$ cat config.mk
export PLATFORM = sky130hd
export DESIGN_NAME = muldiv_sequencer_flat
export DESIGN_NICKNAME = d
export VERILOG_FILES = /design/src/rtl/muldiv_sequencer_if.sv /design/src/rtl/muldiv_sequencer.sv /design/src/flat_wrapper.sv
export SDC_FILE = /design/constraint.sdc
export NUM_CORES = 1
export LEC_CHECK = 0
export CAP_MARGIN = 20
export CORE_ASPECT_RATIO = 0.9
export CORE_MARGIN = 2
export CORE_UTILIZATION = 55
export CTS_BUF_LIST = sky130_fd_sc_hd__clkbuf_16
export DETAILED_ROUTE_END_ITERATION = 10
export DONT_BUFFER_PORTS = 1
export PLACE_DENSITY = 0.82
export SLEW_MARGIN = 20
export SYNTH_ARGS = -nofsm -noshare
export SYNTH_HDL_FRONTEND = slang
export SYNTH_SLANG_ARGS = --single-unit
export TNS_END_PERCENT = 5
$ cat constraint.sdc
create_clock -name clk -period 10.58 [get_ports clk]
set_input_delay 2.116 -clock clk [delete_from_list [all_inputs] [get_ports clk]]
set_output_delay 2.116 -clock clk [all_outputs]
set_load 0.02 [all_outputs]
$ cat src/rtl/muldiv_sequencer_if.sv
// Core <-> iterative mul/div unit handshake: request (start/op/a/b) and
// registered response (busy/done/result/div_by_zero).
interface muldiv_sequencer_if #(parameter int WIDTH = 32);
  logic             start;
  logic [1:0]       op;
  logic [WIDTH-1:0] a;
  logic [WIDTH-1:0] b;
  logic             busy;
  logic             done;
  logic [WIDTH-1:0] result;
  logic             div_by_zero;

  modport master (output start, op, a, b, input busy, done, result, div_by_zero);
  modport slave  (input start, op, a, b, output busy, done, result, div_by_zero);
endinterface

$ cat src/rtl/muldiv_sequencer.sv
// Iterative shift-add multiplier / restoring divider, one bit per cycle.
// Define MULDIV_EARLY_OUT_EN to let MUL finish once the remaining multiplier bits are zero.
module muldiv_sequencer #(
  parameter int WIDTH = 32
) (
  input  logic               clk,
  input  logic               reset,
  muldiv_sequencer_if.slave  bus
);
  localparam int CW = $clog2(WIDTH + 1);
  localparam logic [1:0] OP_MUL = 2'd0, OP_DIVU = 2'd1, OP_REMU = 2'd2, OP_DIV = 2'd3;

  typedef enum logic [1:0] {IDLE, RUN, DONE} state_t;
  state_t state, state_nx;

  logic [CW-1:0]        count;
  logic [1:0]           op_q;
  logic                 neg_q;
  logic [2*WIDTH-1:0]   acc, opnd;
  logic [WIDTH-1:0]     mplr, rem;

  logic                 accept, fast, b_zero, last;
  logic [WIDTH-1:0]     a_mag, b_mag, res_fast, res_step, mplr_step;
  logic [2*WIDTH-1:0]   acc_step;
  logic [WIDTH:0]       shifted, trial, rem_step;

  // Request decode: only looks at inputs when a start can be accepted.
  always_comb begin
    accept = bus.start && (state != RUN);
    b_zero = (bus.b == '0);
`ifdef MULDIV_EARLY_OUT_EN
    fast   = b_zero;
`else
    fast   = b_zero && (bus.op != OP_MUL);
`endif
    a_mag  = (bus.op == OP_DIV && bus.a[WIDTH-1]) ? -bus.a : bus.a;
    b_mag  = (bus.op == OP_DIV && bus.b[WIDTH-1]) ? -bus.b : bus.b;
    case (bus.op)
      OP_MUL:  res_fast = '0;
      OP_REMU: res_fast = bus.a;
      default: res_fast = '1;
    endcase
  end

  // One iteration: mplr is the multiplier for MUL and the dividend/quotient
  // shift register for divides; rem is the partial remainder.
  always_comb begin
    acc_step  = mplr[0] ? acc + opnd : acc;
    shifted   = {rem, mplr[WIDTH-1]};
    trial     = shifted - {1'b0, opnd[WIDTH-1:0]};
    rem_step  = trial[WIDTH] ? shifted : trial;
    mplr_step = (op_q == OP_MUL) ? (mplr >> 1) : {mplr[WIDTH-2:0], ~trial[WIDTH]};
    last      = (count == CW'(1));
`ifdef MULDIV_EARLY_OUT_EN
    if (op_q == OP_MUL && mplr_step == '0) last = 1'b1;
`endif
    case (op_q)
      OP_MUL:  res_step = acc_step[WIDTH-1:0];
      OP_DIVU: res_step = mplr_step;
      OP_REMU: res_step = rem_step[WIDTH-1:0];
      default: res_step = neg_q ? -mplr_step : mplr_step;
    endcase
  end

  always_comb begin
    state_nx = state;
    case (state)
      IDLE, DONE: state_nx = bus.start ? (fast ? DONE : RUN) : IDLE;
      RUN:        if (last) state_nx = DONE;
      default:    state_nx = IDLE;
    endcase
  end

  always_ff @(posedge clk or posedge reset) begin
    if (reset) begin
      state           <= IDLE;
      bus.busy        <= 1'b0;
      bus.done        <= 1'b0;
      bus.result      <= '0;
      bus.div_by_zero <= 1'b0;
      count           <= '0;
      op_q            <= OP_MUL;
      neg_q           <= 1'b0;
      acc             <= '0;
      opnd            <= '0;
      mplr            <= '0;
      rem             <= '0;
    end else begin
      state    <= state_nx;
      bus.busy <= (state_nx == RUN);
      bus.done <= (state_nx == DONE);
      if (accept) begin
        op_q            <= bus.op;
        neg_q           <= (bus.op == OP_DIV) && (bus.a[WIDTH-1] ^ bus.b[WIDTH-1]);
        count           <= CW'(WIDTH);
        acc             <= '0;
        opnd            <= {{WIDTH{1'b0}}, (bus.op == OP_MUL) ? bus.a : b_mag};
        mplr            <= (bus.op == OP_MUL) ? bus.b : a_mag;
        rem             <= '0;
        bus.div_by_zero <= b_zero && (bus.op != OP_MUL);
        if (fast) bus.result <= res_fast;
      end else if (state == RUN) begin
        count <= count - CW'(1);
        acc   <= acc_step;
        opnd  <= (op_q == OP_MUL) ? (opnd << 1) : opnd;
        mplr  <= mplr_step;
        rem   <= rem_step[WIDTH-1:0];
        if (last) bus.result <= res_step;
      end
    end
  end
endmodule

$ cat src/flat_wrapper.sv
// flat-port wrapper written by rule: the top's interface ports become plain ports
module muldiv_sequencer_flat 
#(
  parameter int WIDTH = 32
)
  (clk, reset, bus_start, bus_op, bus_a, bus_b, bus_busy, bus_done, bus_result, bus_div_by_zero);
  muldiv_sequencer_if #(.WIDTH(WIDTH)) bus_i ();
  input  logic clk;
  input  logic reset;
  input wire logic [$bits(bus_i.start)-1:0] bus_start;
  input wire logic [$bits(bus_i.op)-1:0] bus_op;
  input wire logic [$bits(bus_i.a)-1:0] bus_a;
  input wire logic [$bits(bus_i.b)-1:0] bus_b;
  output wire logic [$bits(bus_i.busy)-1:0] bus_busy;
  output wire logic [$bits(bus_i.done)-1:0] bus_done;
  output wire logic [$bits(bus_i.result)-1:0] bus_result;
  output wire logic [$bits(bus_i.div_by_zero)-1:0] bus_div_by_zero;
  assign bus_i.start = bus_start;
  assign bus_i.op = bus_op;
  assign bus_i.a = bus_a;
  assign bus_i.b = bus_b;
  assign bus_busy = bus_i.busy;
  assign bus_done = bus_i.done;
  assign bus_result = bus_i.result;
  assign bus_div_by_zero = bus_i.div_by_zero;
  muldiv_sequencer #(.WIDTH(WIDTH)) u_core (.clk(clk), .reset(reset), .bus(bus_i));
endmodule
Word level (Yosys, flattened, before mapping)
Cells that the tools add are included.
{"block": "totals", "inputBits": 69, "wordCells": 79, "reg_bits": 238}
{"block": "op_classes", "n_addsub": 6, "reduce_logical": 18, "muxes": 29, "eq_ne": 11, "bitwise": 2}
{"operator": "32-bit two-way mux", "count": 15}
{"operator": "64-bit two-way mux", "count": 6}
{"operator": "32-bit negator", "count": 3}
{"operator": "32-bit case mux with 3 select lines", "count": 1}
{"operator": "64-bit adder", "count": 1}
{"operator": "32-bit case mux with 2 select lines", "count": 1}
{"operator": "33-bit by 32-bit subtractor with 33-bit output", "count": 1}
{"operator": "32-bit zero test", "count": 1}
{"operator": "6-bit two-way mux", "count": 2}
{"operator": "2-bit equality test (second input constant)", "count": 5}
{"operator": "2-bit nonzero test", "count": 5}
{"operator": "2-bit by 1-bit equality test with 1-bit output (second input constant)", "count": 3}
{"operator": "6-bit by 1-bit equality test with 1-bit output (second input constant)", "count": 1}
{"operator": "2-bit zero test", "count": 3}
{"operator": "2-bit two-way mux", "count": 3}
{"operator": "6-bit by 1-bit subtractor with 6-bit output (second input constant)", "count": 1}
{"operator": "1-bit logical AND", "count": 5}
{"operator": "2-bit case mux with 2 select lines", "count": 1}
{"operator": "2-bit AND reduction", "count": 2}
{"operator": "3-bit AND reduction", "count": 1}
{"operator": "2-bit by 1-bit inequality test with 1-bit output (second input constant)", "count": 1}
{"operator": "2-bit inequality test (second input constant)", "count": 1}
{"operator": "2-bit OR reduction", "count": 1}
{"operator": "1-bit inverter", "count": 1}
{"operator": "1-bit XOR", "count": 1}

Depth between registers and ports, before layout
{"block": "logic_depth", "word_depth": 9, "ltp_mapped": 20, "depth_no_buf": 20}

Worst setup path after synthesis
No wires, ideal clock.
{"block": "synth_timing", "path_type": "input to register", "start": "input port bus_a[1]", "end": "register u_core.mplr[28]", "setup_slack_ps": 6050, "t_arrival_ps": 4393, "path_buffers": 0, "required_ps": 10443, "stages": 11, "cell_sequence": "inv_1 -> ha_1 -> or3b_1 -> or4b_1 -> nor4_1 -> nand2_1 -> o21ai_1 -> xor2_1 -> o21ai_0 -> a211oi_1 -> a21oi_1"}
{"block": "synth_between", "elab_chain_len": 4}
{"item": "from (decl)", "line": "flat_wrapper.sv:12", "text": "input wire logic [$bits(bus_i.a)-1:0] bus_a;"}
{"item": "32-bit negator", "line": "muldiv_sequencer.sv:36", "text": "a_mag = (bus.op == OP_DIV && bus.a[WIDTH-1]) ? -bus.a : bus.a;"}
{"item": "32-bit two-way mux", "line": "muldiv_sequencer.sv:36"}
{"item": "32-bit two-way mux", "line": "muldiv_sequencer.sv:98", "text": "mplr <= (bus.op == OP_MUL) ? bus.b : a_mag;"}
{"item": "32-bit two-way mux", "line": "muldiv_sequencer.sv:92", "text": "if (accept) begin"}
{"item": "to (signal assigned)", "line": "muldiv_sequencer.sv:98"}
{"item": "to (signal assigned)", "line": "muldiv_sequencer.sv:106", "text": "mplr <= mplr_step;"}
{"item": "to (decl)", "line": "muldiv_sequencer.sv:20", "text": "logic [WIDTH-1:0] mplr, rem;"}
Every way passes these cells.
A chain may end at the register's enable or synchronous reset.

Worst setup path after layout
{"block": "layout_timing", "start": "register u_core.mplr[31]", "end": "register u_core.bus.result[30]"}
{"block": "layout_between", "elab_chain_len": 9, "word_cells_on_any_way": 10, "cone_classes": "add/sub: 2; mux: 7; bitwise: 1"}
{"item": "33-bit by 32-bit subtractor with 33-bit output", "line": "muldiv_sequencer.sv:50", "text": "trial = shifted - {1'b0, opnd[WIDTH-1:0]};"}
{"item": "1-bit inverter", "line": "muldiv_sequencer.sv:52", "text": "mplr_step = (op_q == OP_MUL) ? (mplr >> 1) : {mplr[WIDTH-2:0], ~trial[WIDTH]};"}
{"item": "32-bit two-way mux", "line": "muldiv_sequencer.sv:52"}
{"item": "32-bit negator", "line": "muldiv_sequencer.sv:61", "text": "default: res_step = neg_q ? -mplr_step : mplr_step;"}
{"item": "32-bit two-way mux", "line": "muldiv_sequencer.sv:61"}
{"item": "32-bit case mux with 3 select lines *", "line": "muldiv_sequencer.sv:57", "text": "case (op_q)"}
{"item": "32-bit two-way mux *", "line": "muldiv_sequencer.sv:108", "text": "if (last) bus.result <= res_step;"}
{"item": "32-bit two-way mux *", "line": "muldiv_sequencer.sv:102", "text": "end else if (state == RUN) begin"}
{"item": "32-bit two-way mux *", "line": "muldiv_sequencer.sv:92"}
{"item": "to (signal assigned)", "line": "muldiv_sequencer.sv:101", "text": "if (fast) bus.result <= res_fast;"}
{"item": "to (signal assigned)", "line": "muldiv_sequencer.sv:108"}
{"item": "to (decl)", "line": "muldiv_sequencer_if.sv:14", "text": "modport slave (input start, op, a, b, output busy, done, result, div_by_zero);"}
Every way passes the cells marked *; elsewhere a longest branch is shown, timed or not. The select of a mux whose other input is x is not followed.

==> flow_metrics.py <==
metrics = {
    "layout": {
        "final_cell_area_um2": 16600,
        "n_fill_cell": 2615,
        "seq_area_um2": 4350,
        "drive_gt1_frac": 0.0515,
        "area_growth_syn_to_layout_pct": 3.80,
        "multiInputGateArea_um2": 10700,
        "final_cells": 2347,
        "nets": 2108,
    },
    "sta": {
        "setup_viol": 0,
        "relSlewSlack": 0.247,
        "hold_violations": 0,
        "rsz0062_at_grt": "false",
        "tightest_slew_ns": 1.13,
        "fin_tns_setup_ns": 0,
        "period_needed_ns": 6.13,
        "finClkSkew_ns": 0.0137,
        "max_freq_ghz": 0.163,
        "whs_ns": 0.526,
        "slew_violations": 0,
        "finalCritPeriodShare": 0.580,
    },
    "critical_path": {
        "critPathKind": "reg2reg",
        "critPathLaunchType": "flop",
        "critPathArrivalTime_ns": 6.48,
        "cp_slowest_cell": "a211o_1",
        "crit_path_end_kind": "flop",
        "crit_fanout": 20,
        "r2r_cells": 20,
        "worstPathCellList": "inv_1 -> ha_1 -> inv_1 -> fa_1 -> a211oi_1 -> nor3_1 -> o211a_1 -> o21ai_1 -> a211o_1 -> nor2_2 -> a21oi_1 -> ha_1 -> nand3_1 -> a2111oi_4 -> nand4_4 -> o41ai_2 -> xnor2_1 -> a221oi_2 -> a31oi_1 -> a21bo_1",
        "max_stage_delay_ns": 0.83,
        "required_ns": 10.93,
    },
    "clocking": {
        "clk_pin_slew_ns": 0.08,
        "cts_resized": 0,
        "clk_latency_ns": 0.46,
        "postCtsSetupBuffers": 0,
        "tritoncts": "yes",
        "cts.path.max_buffers": 2,
        "cts.sinks": 174,
        "htree_levels": 4,
        "cts_buffers": 17,
        "cts_hold_buffers": 0,
        "cts_root_buffer": "clkbuf_16",
    },
    "detailed_routing": {
        "drc": 0,
        "drtIter0Drc": 2528,
        "firstDrtPassIters": 6,
        "wl_per_cell_um": 26.0,
        "wirelength_um": 60900,
        "vias": 17200,
        "antenna_left": 0,
        "via_per_inst": 7.34,
    },
    "die": {
        "rows": 59,
        "die_area_um2": 30400,
        "die_h_um": 166,
        "core_area_um2": 28700,
        "die_w_um": 184,
        "io_pins": 104,
        "initial_utilization": 0.556,
    },
    "pwr": {
        "seqPwrFrac": 0.226,
        "powerDensity_nw_per_um2": 392,
        "p_int_uw": 2910,
        "combPwrFrac": 0.674,
        "irDropWorstVdd_uv": 268,
        "swShare": 0.552,
        "p_sw_uw": 3590,
        "clkPwrFrac": 0.100,
        "leakagePower_uw": 0.00675,
    },
    "placement": {
        "place_area_um2": 16000,
        "dp.cells": 2316,
        "port_buffers": 0,
        "routabilityCongestion": 1.04,
        "dp_hpwl_um": 43600,
    },
    "outcome": {
        "status": "finished, final reports clean",
    },
    "grt": {
        "grt.total_usage": 0.394,
        "grt_max_degree": 110,
        "antenna_found_initial": 0,
        "grt_pass1_vias": 15900,
        "grt_overflow_total": 0,
        "grt_pass1_wl_um": 92600,
    },
    "logic_synthesis": {
        "synthArstFlopShare": 1.00,
        "ys_warn_count": 0,
        "synth_top_flop_cell": "dfrtp_1",
        "syn-instance-count": 2073,
        "ys_seq_area_frac": 0.273,
        "syn_area_per_cell_um2": 7.71,
        "synth_edf_count": 0,
        "yosys.cell_types.count": 98,
        "synth_fp_nets": 2212,
        "synth_seq_cells": 174,
        "syn_area_um2": 16000,
    },
    "job": {
        "cap_violations": 0,
    },
    "hold_path": {
        "hold_class": "reg2reg",
        "holdPathStages": 2,
    },
}
[registers in the layout, summed over array words and instances, names as in the netlist, 2 cells and up]
register           cells
u_core.acc            32
u_core.bus.result     32
u_core.count           6
u_core.mplr           32
u_core.op_q            2
u_core.opnd           32
u_core.rem            32
u_core.state           2
[cell families (layout without fill, tap and decap cells)]
| family | count (synthesis) | after routing | share of synthesized area |
|---|---|---|---|
| other | 0 | 1 | 0 |
| buffers and inverters | 226 | 133 | 0.0612 |
| AND/OR/NAND/NOR | 677 | 677 | 0.203 |
| adder cells (fa/ha/maj) | 70 | 70 | 0.0558 |
| flip-flops | 174 | 174 | 0.273 |
| multiplexers | 55 | 55 | 0.0352 |
| AO/OA/AOI/OAI | 756 | 756 | 0.309 |
| XOR/XNOR | 115 | 115 | 0.0631 |
[stage by stage]
step | setup slack, ns | total power [µW] | util
6_report | 4.45 | 6500 | 0.577
5_1_grt | 4.14 | 6880 | 0.577
4_1_cts | 4.65 | 6320 | 0.577
3_5_place_dp | 4.51 | 5650 | 0.557
3_3_place_gp | 4.63 | 5530 | 0.557
2_1_floorplan | 3.75 | 4520 | -
[power groups by stage]
stage / registers [µW] / clock network [µW] / logic (µW)
floorplan: 1260 / 0 / 3260
CTS: 1440 / 644 / 4230
detailed placement: 1450 / 0 / 4200
global placement: 1440 / 0 / 4090
finish: 1470 / 651 / 4380
global route: 1490 / 674 / 4720
[Yosys cell counts (all sizes together) (16+ instances only)]
master,number,area share
a211oi,119,0.056
a21o,32,0.015
a21oi,216,0.068
a221oi,17,0.0097
a311oi,16,0.0088
a31oi,44,0.017
and2,16,0.0064
and3,16,0.0066
buf,26,0.012
clkbuf,127,0.032
dfrtp,174,0.27
ha,68,0.053
inv,71,0.017
mux2i,46,0.029
nand2,194,0.046
nand3,77,0.024
nor2,197,0.047
nor3,49,0.015
nor4,20,0.0078
o21a,16,0.0075
o21ai,152,0.048
o31ai,19,0.0098
or3,23,0.0090
xnor2,76,0.042
xor2,39,0.021
[area by class of cell]
type / count / share of cell area
diodes: 1 / 0.000151
clock buffers: 17 / 0.0257
clock inverters: 13 / 0.00853
inverters: 73 / 0.0169
multi-input cells: 1673 / 0.645
flip-flops and latches: 174 / 0.263
well taps: 366 / 0.0276
repair buffers: 30 / 0.0136
[worst max-delay path, delay by kind of cell, from the launching register on]
kind,cells,cell delay (ns)
flops,1,0.47
xor+xnor,1,0.24
simple gates,4,0.73
buf+inv,2,0.16
fa+ha+maj,3,0.85
compound gates,10,3.57
[placed cells by master, fill, tap and decap left out, drive strengths merged, types with 8 or more instances in the layout]
master   netlist  routed
nor4          20      20
a311oi        16      16
inv           71      74
a221oi        17      17
clkbuf       127      17
mux2i         46      46
o21bai         9       9
a21o          32      32
or3           23      23
nand3         77      77
and3          16      16
ha            68      68
mux2           9       9
nor3          49      49
buf           26      30
o21ai        152     152
nor2b          9       9
o31ai         19      19
and4           9       9
dfrtp        174     174
o21a          16      16
nand2b        12      12
or2           10      10
and2          16      16
a22o          12      12
o211ai        12      12
a31oi         44      44
a2111oi        8       8
a211o          9       9
xnor2         76      76
a21oi        216     216
a211oi       119     119
nand4         12      12
nand2        194     194
nor2         197     197
o221ai         8       8
xor2          39      39
[final timing paths]
| kind | startpoint | endpoint | slack [ns] |
|---|---|---|---|
| setup / recovery | u_core.mplr[31] | u_core.bus.result[30] | 4.45 |
| hold / removal | u_core.acc[2] | u_core.acc[2] | 0.53 |
| setup reg to reg | u_core.mplr[31] | u_core.bus.result[30] | 4.45 |
| hold reg to reg | u_core.acc[2] | u_core.acc[2] | 0.53 |
| max in group asynchronous | reset | u_core.opnd[12] | 7.74 |
| min in group asynchronous | reset | u_core.mplr[28] | 1.60 |
[layer usage]
layer / vias to the layer above / GRT usage / wire (µm)
li1: 7469 / - / -
met1: 8143 / 0.532 / 23300
met2: 1342 / 0.549 / 24600
met3: 266 / 0.122 / 8690
met4: 0 / 0.234 / 4320
met5: - / 0 / 0
No activity file was read; power rests on OpenSTA's default activity.
